[config.mk]
export PLATFORM = sky130hd
export DESIGN_NAME = mult_pipe_reg
export DESIGN_NICKNAME = d
export VERILOG_FILES = /design/src/rtl/mult_pipe_reg.sv
export SDC_FILE = /design/constraint.sdc
export NUM_CORES = 1
export LEC_CHECK = 0
export CAP_MARGIN = 20
export CORE_MARGIN = 3
export CORE_UTILIZATION = 50
export CTS_CLUSTER_DIAMETER = 50
export DETAILED_ROUTE_END_ITERATION = 16
export PLACE_DENSITY = 0.82
export REMOVE_ABC_BUFFERS = 1
export SLEW_MARGIN = 25
export SYNTH_ARGS = -nofsm -noshare
export SYNTH_HDL_FRONTEND = slang
export SYNTH_SLANG_ARGS = --single-unit
[constraint.sdc]
create_clock -name clk -period 2.5 [get_ports clk]
set_input_delay 0.5 -clock clk [delete_from_list [all_inputs] [get_ports clk]]
set_output_delay 0.5 -clock clk [all_outputs]
set_load 0.05 [all_outputs]
[src/rtl/mult_pipe_reg.sv]
// Purpose: DEPTH-stage valid/ready register pipeline of WIDTH-bit words with flush.
// Latency: a word accepted at edge N is on data_readReg after edge N+DEPTH-1 when it never stalls.
// Backpressure: a stage can take a word when it is empty or its successor moves the same edge, so in_ready drops only when every stage is full and read_ack is low.
//
// Ports:
//   clk            single clock, rising edge
//   ctrl_reset     synchronous active-low reset (clears valid and data)
//   data_writeReg  write data; write_to is its valid strobe, in_ready its ready
//   flush          drops every held word and any write at the same edge
//   data_readReg   output stage data; out_valid marks it valid, read_ack retires it
//   occupancy      number of valid stages, present only with MULT_PIPE_REG_OCC_EN
//
// Optional feature macro: MULT_PIPE_REG_OCC_EN (adds the occupancy port and counter).
module mult_pipe_reg #(
    parameter int WIDTH = 65,
    parameter int DEPTH = 2
) (
    input  logic             clk,
    input  logic             ctrl_reset,
    input  logic [WIDTH-1:0] data_writeReg,
    input  logic             write_to,
    output logic             in_ready,
    input  logic             flush,
    output logic [WIDTH-1:0] data_readReg,
    output logic             out_valid,
    input  logic             read_ack
`ifdef MULT_PIPE_REG_OCC_EN
    ,
    output logic [3:0]       occupancy
`endif
);

    logic [DEPTH-1:0] vld_q;
    logic [DEPTH-1:0] vld_d;
    logic [WIDTH-1:0] dat_q   [DEPTH];
    logic [WIDTH-1:0] dat_d   [DEPTH];
    logic [WIDTH-1:0] src_dat [DEPTH];
    logic [DEPTH:0]   rdy;
    logic [DEPTH-1:0] leave;
    logic [DEPTH-1:0] enter;
    logic             acc;

    always_comb begin
        // ready[k] = !valid[k] | ready[k+1] unrolled: stage k is ready when the
        // consumer acks or any stage from k to the output has a hole. Written
        // from vld_q alone so the chain has no combinational self-reference.
        rdy = '0;
        for (int k = 0; k < DEPTH; k++) begin
            rdy[k] = read_ack;
            for (int j = 0; j < DEPTH; j++) begin
                if (j >= k && !vld_q[j]) begin
                    rdy[k] = 1'b1;
                end
            end
        end
        rdy[DEPTH] = read_ack;

        acc = write_to & rdy[0] & ~flush;

        leave = '0;
        for (int k = 0; k < DEPTH; k++) begin
            leave[k] = vld_q[k] & rdy[k+1];
        end

        enter      = '0;
        enter[0]   = acc;
        src_dat[0] = data_writeReg;
        for (int k = 1; k < DEPTH; k++) begin
            enter[k]   = leave[k-1];
            src_dat[k] = dat_q[k-1];
        end

        vld_d = '0;
        for (int k = 0; k < DEPTH; k++) begin
            dat_d[k] = dat_q[k];
            if (flush) begin
                vld_d[k] = 1'b0;
            end else begin
                vld_d[k] = enter[k] | (vld_q[k] & ~leave[k]);
                // Data moves only with a word; stalled or emptied stages keep
                // their contents, which keeps data_readReg stable while idle.
                if (enter[k]) begin
                    dat_d[k] = src_dat[k];
                end
            end
        end
    end

    always_ff @(posedge clk) begin
        if (!ctrl_reset) begin
            vld_q <= '0;
            for (int k = 0; k < DEPTH; k++) begin
                dat_q[k] <= '0;
            end
        end else begin
            vld_q <= vld_d;
            for (int k = 0; k < DEPTH; k++) begin
                dat_q[k] <= dat_d[k];
            end
        end
    end

    assign in_ready     = rdy[0];
    assign out_valid    = vld_q[DEPTH-1];
    assign data_readReg = dat_q[DEPTH-1];

`ifdef MULT_PIPE_REG_OCC_EN
    logic [3:0] occ_q;
    logic [3:0] occ_d;
    logic       retire;

    always_comb begin
        retire = leave[DEPTH-1];
        occ_d  = occ_q;
        if (flush) begin
            occ_d = 4'd0;
        end else if (acc && !retire) begin
            occ_d = occ_q + 4'd1;
        end else if (retire && !acc) begin
            occ_d = occ_q - 4'd1;
        end
    end

    always_ff @(posedge clk) begin
        if (!ctrl_reset) begin
            occ_q <= 4'd0;
        end else begin
            occ_q <= occ_d;
        end
    end

    assign occupancy = occ_q;
`endif

endmodule
==> results of run 1 <==
[worst min-delay path: cells and delay by family (launching register included)]
family / cells / cell delay (ns)
DFF: 1 / 0.31
muxes: 1 / 0.05
and+or+nand+nor: 1 / 0.05
[power by group]
part	total (uW)	internal [uW]	switching [uW]
sequential	2200	2170	33.1
clock	2240	1420	828
combinational	383	198	185
total	4830	3780	1050
[metal layers]
metal / vias up / GRT usage, % / part of all wire (%)
met1: 2215 / 25.83 / 44
met5: - / 0 / 0
li1: 2214 / - / -
met2: 125 / 34.67 / 49
met4: 0 / 8.413 / 1.6
met3: 23 / 5.570 / 5.3
[synth_stat cells]
cell,n
buf_6,2
nor2_1,3
buf_8,5
nand2_1,131
mux2i_1,65
clkbuf_1,36
a21oi_1,1
and2b_1,1
nand3_1,65
buf_1,1
a21boi_1,50
dfxtp_1,132
nor2b_4,1
o21ai_0,65
buf_2,11
a21boi_0,15
or2b_1,1
a21oi_2,1
buf_4,67
nand2b_1,3
[area by class of cell]
| type | count | area (sq um) |
|---|---|---|
| clock buffers | 28 | 526.8 |
| fillers | 873 | 3859 |
| repair buffers | 144 | 1491 |
| multi-input cells | 402 | 2366 |
| flip-flops and latches | 132 | 2643 |
| well taps | 140 | 175.2 |
| clock inverters | 3 | 17.52 |
[flip-flops by register name (all words and copies together), names as in the netlist]
signal	flops
dat_q	130
vld_q	2
[how the worst max path moves through the flow]
| stage | from | endpoint | slack, ns | cells after the start |
|---|---|---|---|---|
| detailed placement | read_ack | dat_q[0][120]$_SDFFE_PN0P_ | 0.31 | 5 |
| finish | dat_q[0][115]$_SDFFE_PN0P_ | data_readReg[50] | 0.42 | 1 |
| global route | dat_q[0][122]$_SDFFE_PN0P_ | data_readReg[57] | 0.36 | 1 |
| global placement | read_ack | dat_q[0][119]$_SDFFE_PN0P_ | 0.37 | 5 |
| floorplan | vld_q[1]$_SDFF_PP0_ | dat_q[0][0]$_SDFFE_PN0P_ | -1.28 | 3 |
| CTS | dat_q[0][115]$_SDFFE_PN0P_ | data_readReg[50] | 0.40 | 1 |
[layout by cell type (no fill, tap or decap), types with 2 or more instances in the layout]
| cell type | synthesis | layout |
|---|---|---|
| clkinv_2 | 0 | 2 |
| a21boi_1 | 50 | 50 |
| clkbuf_16 | 0 | 17 |
| clkdlybuf4s50_1 | 0 | 134 |
| dfxtp_1 | 132 | 132 |
| nand3_1 | 65 | 65 |
| clkbuf_1 | 36 | 5 |
| nand2b_1 | 3 | 2 |
| buf_12 | 0 | 6 |
| buf_4 | 67 | 4 |
| mux2i_1 | 65 | 65 |
| o21ai_0 | 65 | 65 |
| a21boi_0 | 15 | 15 |
| clkbuf_8 | 0 | 6 |
| nor2_1 | 3 | 3 |
| nand2_1 | 131 | 131 |
[per-stage QoR]
stage	setup TNS, ns	cells
after floorplan	-83.22	534
after detailed placement	0	818
after CTS	0	849
final	0	849
after global placement	0	818
after global routing	0	849
[kinds of logic (layout without fill, tap and decap cells)]
| logic type | after synthesis | in the layout |
|---|---|---|
| buf+inv | 122 | 175 |
| flops | 132 | 132 |
| compound gates | 132 | 132 |
| mux | 65 | 65 |
| simple gates | 205 | 205 |
==> out/metrics.yaml, run 1 <==
grt_start_max_net_pins: 68
wl_um: 13310
post_dp_cell_area_sq_um: 6675
grt_setup_unrepaired: "no"
post_cts_resized: 0
tritoncts: "yes"
final_min_period_over_clock_period_pct: 83.13
yosys_register_bits: 132
yosys-top-cells-area: "dfxtp_1 (46%), mux2i_1 (11%), buf_4 (8.7%)"
route.vias.total: 4577
status: "finished, final reports clean"
design.die.area_sq_um: 12910
yosys.area.top_type_share_pct: 45.64
antennaDiodeCount: 0
grt_antenna_before_repair: 0
cp.arrival_ns: 1.58
initial_util_pct: 52.27
core_region_area_sq_um: 11080
drt_first_iter_violations: 321
synth_top_family_by_area: "simple AND/OR/NAND/NOR gates"
crit_required_ns: 2.00
synth_adder_area_share_pct: 0
root_buffer: "clkbuf_16"
drive_above_1_share_pct: 5.783
postSynthCellCount: 656
postLayoutCellArea_sq_um: 7219
synth-warning-count: 0
io-pin-count: 137
report.final.hold_viol_count: 0
critical_path.cell_chain: "clkdlybuf4s50_1"
hold_end: "dat_q[0][7]$_SDFFE_PN0P_"
chipWidth_um: 113.6
syn-mean-instance-area_sq_um: 8.827
row_count: 38
groute.usage.overall_pct: 20.90
max_cap_violations: 0
cts_num_sinks: 132
port_buffers: 136
timing_max_transition_violations_final: 0
design.final.nets: 767
post_synth_mux_area_share_pct: 11.24
r2r_depth: 4
p_per_area_nw_per_um2: 668.9
drcViolationCount: 0
tritoncts.num_buffers: 17
place_worst_setup_slack_ns: 0.3076
yosysSeqAreaShare_pct: 45.64
vias_per_cell: 5.391
hold_class: "flop to flop"
reg2reg_to: "dat_q[0][116]$_SDFFE_PN0P_"
setup_violations: 0
area.growth.synth_to_final_pct: 24.68
vias_in_the_first_global_route: 4620
crit_path_end_kind: "primary output"
place_congestion: 0.7821
grt_remaining_overflow: 0
timing.critical_path.buf_inv: 1
critical_path.top_delay_family: "buffers and inverters"
worst_clock_skew_ns: 0.007135
hold_start: "dat_q[0][7]$_SDFFE_PN0P_"
dp_hpwl_um: 8029
maximum_vdd_drop_v: 0.0004090
ant_nets: 0
critical_path_peak_fanout: 2
synth-simple-area-share_pct: 15.13
crit_slowest_cell: "clkdlybuf4s50_1"
power.total_uw: 4829
worst_slew_margin_relative_to_its_limit_pct: 48.48
cpPeakStageDelay_ns: 0.81
fin_worst_hold_slack_ns: 0.4574
worstHoldPathCells: 2
timing.critical_path.from_type: "flop"
cts-root-to-sink-buffers: 2
worst_path_class_setup: "flop to primary output"
yosys.area_share.xor_xnor_pct: 0
period_minus_slack_ns: 2.078
synthesis.area_sq_um: 5791
finalWorstSetupSlack_ns: 0.4217
synth_cell_type_count: 20
clk_transition_reported_paths_ns: 0.05
cts_setup_buffers: 0
r2r_start: "vld_q[1]$_SDFF_PP0_"
final_core_utilization_pct: 65.17
hold_buffers: 0
grt_first_pass_wirelength_um: 21770
synth_compound_gate_area_share_pct: 14.28
r2r_setup_slack_ns: 0.88
dr.pass1.iters: 7
wire_per_inst_um: 15.68
h-tree-depth: 4
dieHeight_um: 113.6
leakage_uw: 0.002590
clkLatencyLatePin_ns: 0.41
synth_top_area_cell: "dfxtp_1"
highest_clock_rate_mhz: 481.2
slew_at_the_pin_closest_to_its_max_slew_limit_ns: 0.7728
No activity file was read; power rests on OpenSTA's default activity.
==> inputs of run 2 (changes only) <==
- CORE_UTILIZATION: 50 -> 45
- PLACE_DENSITY: 0.82 -> 0.78
- clock period: 2.5 -> 1.8 ns (I/O delays scaled with it)
==> run 2 against run 1 <==
  * Cell count up 3.9%
  * Clock-buffer cell count down 1
  * Core utilization down 6.7 points
  * Die area up 11%
  * Wire length down 2.4%
  * Non-clock buffer count up 6
  * Flip-flop and latch count unchanged
  * Worst setup slack worse by 0.30 ns
  * Critical endpoint is now in_ready
==> out/metrics.yaml, run 2 (synthesized netlist as in run 1, its figures left out) <==
worstHoldPathCells: 2
antennaDiodeCount: 0
layout.cells.most_common: "dfxtp_1"
cts_setup_buffers: 0
root_buffer: "clkbuf_16"
crit_required_ns: 1.44
tritoncts: "yes"
layout_common_cells: "dfxtp_1 (132), nand2_1 (131), buf_4 (74), clkdlybuf4s50_1 (68)"
r2r_setup_slack_ns: 0.43
clk_transition_reported_paths_ns: 0.06
cts-root-to-sink-buffers: 2
highest_clock_rate_mhz: 594.7
setup_violations: 0
filler_cell_count: 1074
setup_tns_ns: 0
leakage_uw: 0.002791
post_dp_cell_area_sq_um: 6615
vias_in_the_first_global_route: 4450
r2r_depth: 4
groute.usage.overall_pct: 18.51
cts_num_sinks: 132
wl_um: 12980
final_min_period_over_clock_period_pct: 93.41
p_per_area_nw_per_um2: 963.3
r2r_start: "vld_q[0]$_SDFF_PP0_"
grt_setup_unrepaired: "no"
h-tree-depth: 4
critical_path_peak_fanout: 5
fin_worst_hold_slack_ns: 0.4575
final_core_utilization_pct: 58.47
worst_clock_skew_ns: 0.01276
core_region_area_sq_um: 12310
report.final.hold_viol_count: 0
worst_slew_margin_relative_to_its_limit_pct: 61.54
dieHeight_um: 119.4
seqCellArea_sq_um: 2643
max_cap_violations: 0
dr.pass1.iters: 5
period_minus_slack_ns: 1.681
cp.arrival_ns: 1.32
drcViolationCount: 0
drt_first_iter_violations: 348
worst_setup_path_startpoint: "read_ack"
reg2reg_to: "dat_q[0][113]$_SDFFE_PN0P_"
footprint_of_the_multi_input_gates_sq_um: 2366
hold_class: "flop to flop"
post_cts_resized: 0
slew_at_the_pin_closest_to_its_max_slew_limit_ns: 0.5769
hold_start: "dat_q[0][42]$_SDFFE_PN0P_"
finalWorstSetupSlack_ns: 0.1186
route.vias.total: 4512
grt_antenna_before_repair: 0
io-pin-count: 137
worst_path_class_setup: "primary input to primary output"
vias_per_cell: 5.116
wire_per_inst_um: 14.72
dp_hpwl_um: 8625
crit_path_end_kind: "primary output"
chipWidth_um: 119.4
timing.critical_path.from_type: "primary input"
biggestRegsByFlops: "dat_q (130), vld_q (2)"
largest_register_ffs: 130
hold_buffers: 0
clkLatencyLatePin_ns: 0.42
drive_above_1_share_pct: 16.11
status: "finished, final reports clean"
hold_end: "dat_q[0][42]$_SDFFE_PN0P_"
port_buffers: 136
row_count: 40
area.growth.synth_to_final_pct: 24.31
place_congestion: 0.7663
maximum_vdd_drop_v: 0.0005834
grt_remaining_overflow: 0
initial_util_pct: 47.03
grt_start_max_net_pins: 150
design.die.area_sq_um: 14260
ant_nets: 0
place_worst_setup_slack_ns: -0.03789
postLayoutCellArea_sq_um: 7198
grt_first_pass_wirelength_um: 21380
tritoncts.num_buffers: 17
largest_register: "dat_q"
timing_max_transition_violations_final: 0
design.final.nets: 773
run 2: layout make-up:
type                            instances  share of cell area, %
Sequential cell                       132                  36.71
Multi-Input combinational cell        402                  32.87
Timing Repair Buffer                  150                  19.40
Clock buffer                           27                  7.544
Tap cell                              168                  2.920
Clock inverter                          3                 0.5562
run 2: how the worst max path moves through the flow:
stage	to	slack (ns)	cells after the start
after detailed placement	dat_q[0][122]$_SDFFE_PN0P_	-0.04	5
final	in_ready	0.12	4
after global routing	in_ready	0.05	4
after CTS	in_ready	0.11	4
after global placement	dat_q[0][26]$_SDFFE_PN0P_	0.05	5
after floorplan	dat_q[0][0]$_SDFFE_PN0P_	-1.98	3
run 2: metrics by stage:
stage               instances  total power [uW]
detailed placement        852              3644
CTS                       882              6997
global placement          852              3626
floorplan                 534              3348
finish                    882              6934
global route              882              7175
run 2: critical path: stages:
cell and delay (ns):
clkdlybuf4s50_1 0.46, nor2b_4 0.21, nand2_1 0.09, buf_4 0.20
run 2: routing by layer:
layer | vias to the layer above | global-route usage (%) | part of all wire, %
met5 | - | 0 | 0
met1 | 2128 | 22.19 | 43
met3 | 18 | 5.318 | 5.5
li1 | 2232 | - | -
met4 | 0 | 7.445 | 1.4
met2 | 134 | 31.19 | 50
run 2: where the power goes:
group | leakage [uW] | total, uW | internal, uW | switching [uW]
Sequential | 0.00107 | 3060 | 3010 | 44.7
Combinational | 0.00143 | 528 | 274 | 253
Clock | 0.000291 | 3350 | 2170 | 1180
==> inputs of run 3 (changes only) <==
- SETUP_SLACK_MARGIN: unset -> 0.5
==> run 3 against run 2 <==
  * Hold slack worse by 0.00098 ns
  * Largest cell class unchanged
  * Maximum frequency up 11%
  * Critical path type is now primary input to flop
  * Design area up 12%
  * Clock-buffer cell count unchanged
  * Non-clock buffer count up 26
  * First-iteration DRC count up 11%
  * Worst setup slack better by 0.17 ns
  * Die area unchanged
  * Register-to-register slack worse by 0.13 ns
==> out/metrics.yaml, run 3 (synthesized netlist as in run 1, its figures left out) <==
report.final.hold_viol_count: 0
grt_remaining_overflow: 0
r2r_setup_slack_ns: 0.30
design.die.area_sq_um: 14260
leakage_uw: 0.003112
place_congestion: 0.7663
layout_common_cells: "nand2_1 (130), clkdlybuf4s50_1 (67), dfxtp_1 (66), dfxtp_2 (66)"
crit_path_end_kind: "flop"
port_buffers: 136
slew_at_the_pin_closest_to_its_max_slew_limit_ns: 0.5821
worst_clock_skew_ns: 0.007302
cpPeakStageDelay_ns: 0.46
period_minus_slack_ns: 1.513
fin_worst_hold_slack_ns: 0.4565
worstHoldPathCells: 2
area.growth.synth_to_final_pct: 38.98
finalWorstSetupSlack_ns: 0.2869
power.total_uw: 7077
dr.pass1.iters: 6
tritoncts.num_buffers: 17
r2r_start: "vld_q[1]$_SDFF_PP0_"
drive_above_1_share_pct: 28.24
chipWidth_um: 119.4
vias_per_cell: 5.279
initial_util_pct: 47.03
grt_first_pass_wirelength_um: 23030
timing.critical_path.from_type: "primary input"
vias_in_the_first_global_route: 4647
finalNonFillerCells: 908
grt_setup_unrepaired: "yes"
reg2reg_to: "dat_q[0][6]$_SDFFE_PN0P_"
critical_path_peak_fanout: 7
crit_slowest_cell: "clkdlybuf4s50_1"
root_buffer: "clkbuf_16"
route.vias.total: 4793
place_worst_setup_slack_ns: -0.03789
hold_class: "flop to flop"
r2r_depth: 7
place_inst: 852
dieHeight_um: 119.4
crit_required_ns: 2.13
setup_violations: 0
largest_register: "dat_q"
biggestRegsByFlops: "dat_q (130), vld_q (2)"
io-pin-count: 137
wire_per_inst_um: 16.55
cts_num_sinks: 132
hold_buffers: 0
cp.arrival_ns: 1.84
highest_clock_rate_mhz: 660.9
ant_nets: 0
worst_slew_margin_relative_to_its_limit_pct: 61.19
groute.usage.overall_pct: 20.13
maximum_vdd_drop_v: 0.0005875
hold_end: "dat_q[0][83]$_SDFFE_PN0P_"
timing_max_transition_violations_final: 0
p_per_area_nw_per_um2: 879.4
final_min_period_over_clock_period_pct: 84.06
status: "finished, final reports clean"
critical_path.cell_chain: "clkdlybuf4s50_1 -> nand2b_4 -> a21oi_4 -> buf_12 -> buf_4 -> clkbuf_16 -> mux2i_1"
drt_first_iter_violations: 388
grt_start_max_net_pins: 150
grt_antenna_before_repair: 0
drcViolationCount: 0
clk_transition_reported_paths_ns: 0.05
cts-root-to-sink-buffers: 2
layout.cells.most_common: "nand2_1"
h-tree-depth: 4
largest_register_ffs: 130
hold_start: "dat_q[0][18]$_SDFFE_PN0P_"
worst_path_class_setup: "primary input to flop"
clkLatencyLatePin_ns: 0.42
tritoncts: "yes"
antennaDiodeCount: 0
final_core_utilization_pct: 65.37
dp_hpwl_um: 8625
design.final.nets: 799
wl_um: 15030
core_region_area_sq_um: 12310
row_count: 40
max_cap_violations: 0
## run 3: per-layer routing
metal | share of wire (%) | GRT usage, %
met5 | 0 | 0
met4 | 1.3 | 7.946
met3 | 5.5 | 5.840
met2 | 52 | 34.12
met1 | 41 | 24.00
## run 3: area by class of cell
| type | count | area (sq um) |
|---|---|---|
| fillers | 964 | 4264 |
| flip-flops and latches | 132 | 2725 |
| multi-input cells | 402 | 2376 |
| repair buffers | 176 | 2153 |
| clock buffers | 27 | 543.0 |
| well taps | 168 | 210.2 |
| clock inverters | 3 | 40.04 |
## run 3: repair_timing
item | CTS | global route
cloned | 3 | 6
resized for setup | 116 | 72
setup buffers | 5 | 12
setup endpoints to repair | 179 | 165
pin swaps | 0 | 1
## run 3: report_power, final
| part | switching [uW] | internal [uW] | total [uW] |
|---|---|---|---|
| combinational | 293 | 358 | 651 |
| sequential | 48.0 | 3010 | 3060 |
| clock | 1190 | 2170 | 3370 |
| total | 1530 | 5540 | 7080 |
## run 3: metrics by stage
step                      instance area, sq um  setup TNS, ns
after detailed placement                  6615       -0.06635
after floorplan                           4996        -143.29
after global placement                    6615              0
after CTS                                 7661              0
after global routing                      8048              0
final                                     8048              0
## run 3: how the worst max path moves through the flow
stage          slack [ns]  depth (start not counted)                         end                start
2_1_floorplan       -1.98                          3    dat_q[0][0]$_SDFFE_PN0P_  vld_q[1]$_SDFF_PP0_
3_3_place_gp         0.05                          5   dat_q[0][26]$_SDFFE_PN0P_                flush
3_5_place_dp        -0.04                          5  dat_q[0][122]$_SDFFE_PN0P_             read_ack
4_1_cts              0.33                          3                    in_ready  vld_q[1]$_SDFF_PP0_
5_1_grt              0.27                          7    dat_q[0][6]$_SDFFE_PN0P_  vld_q[1]$_SDFF_PP0_
6_report             0.29                          7    dat_q[0][6]$_SDFFE_PN0P_                flush
## run 3: critical path: cells and delay by family
kind | cells | cell delay, ns
AO/OA/AOI/OAI | 1 | 0.18
multiplexers | 1 | 0.23
buffers and inverters | 4 | 0.89
AND/OR/NAND/NOR | 1 | 0.18
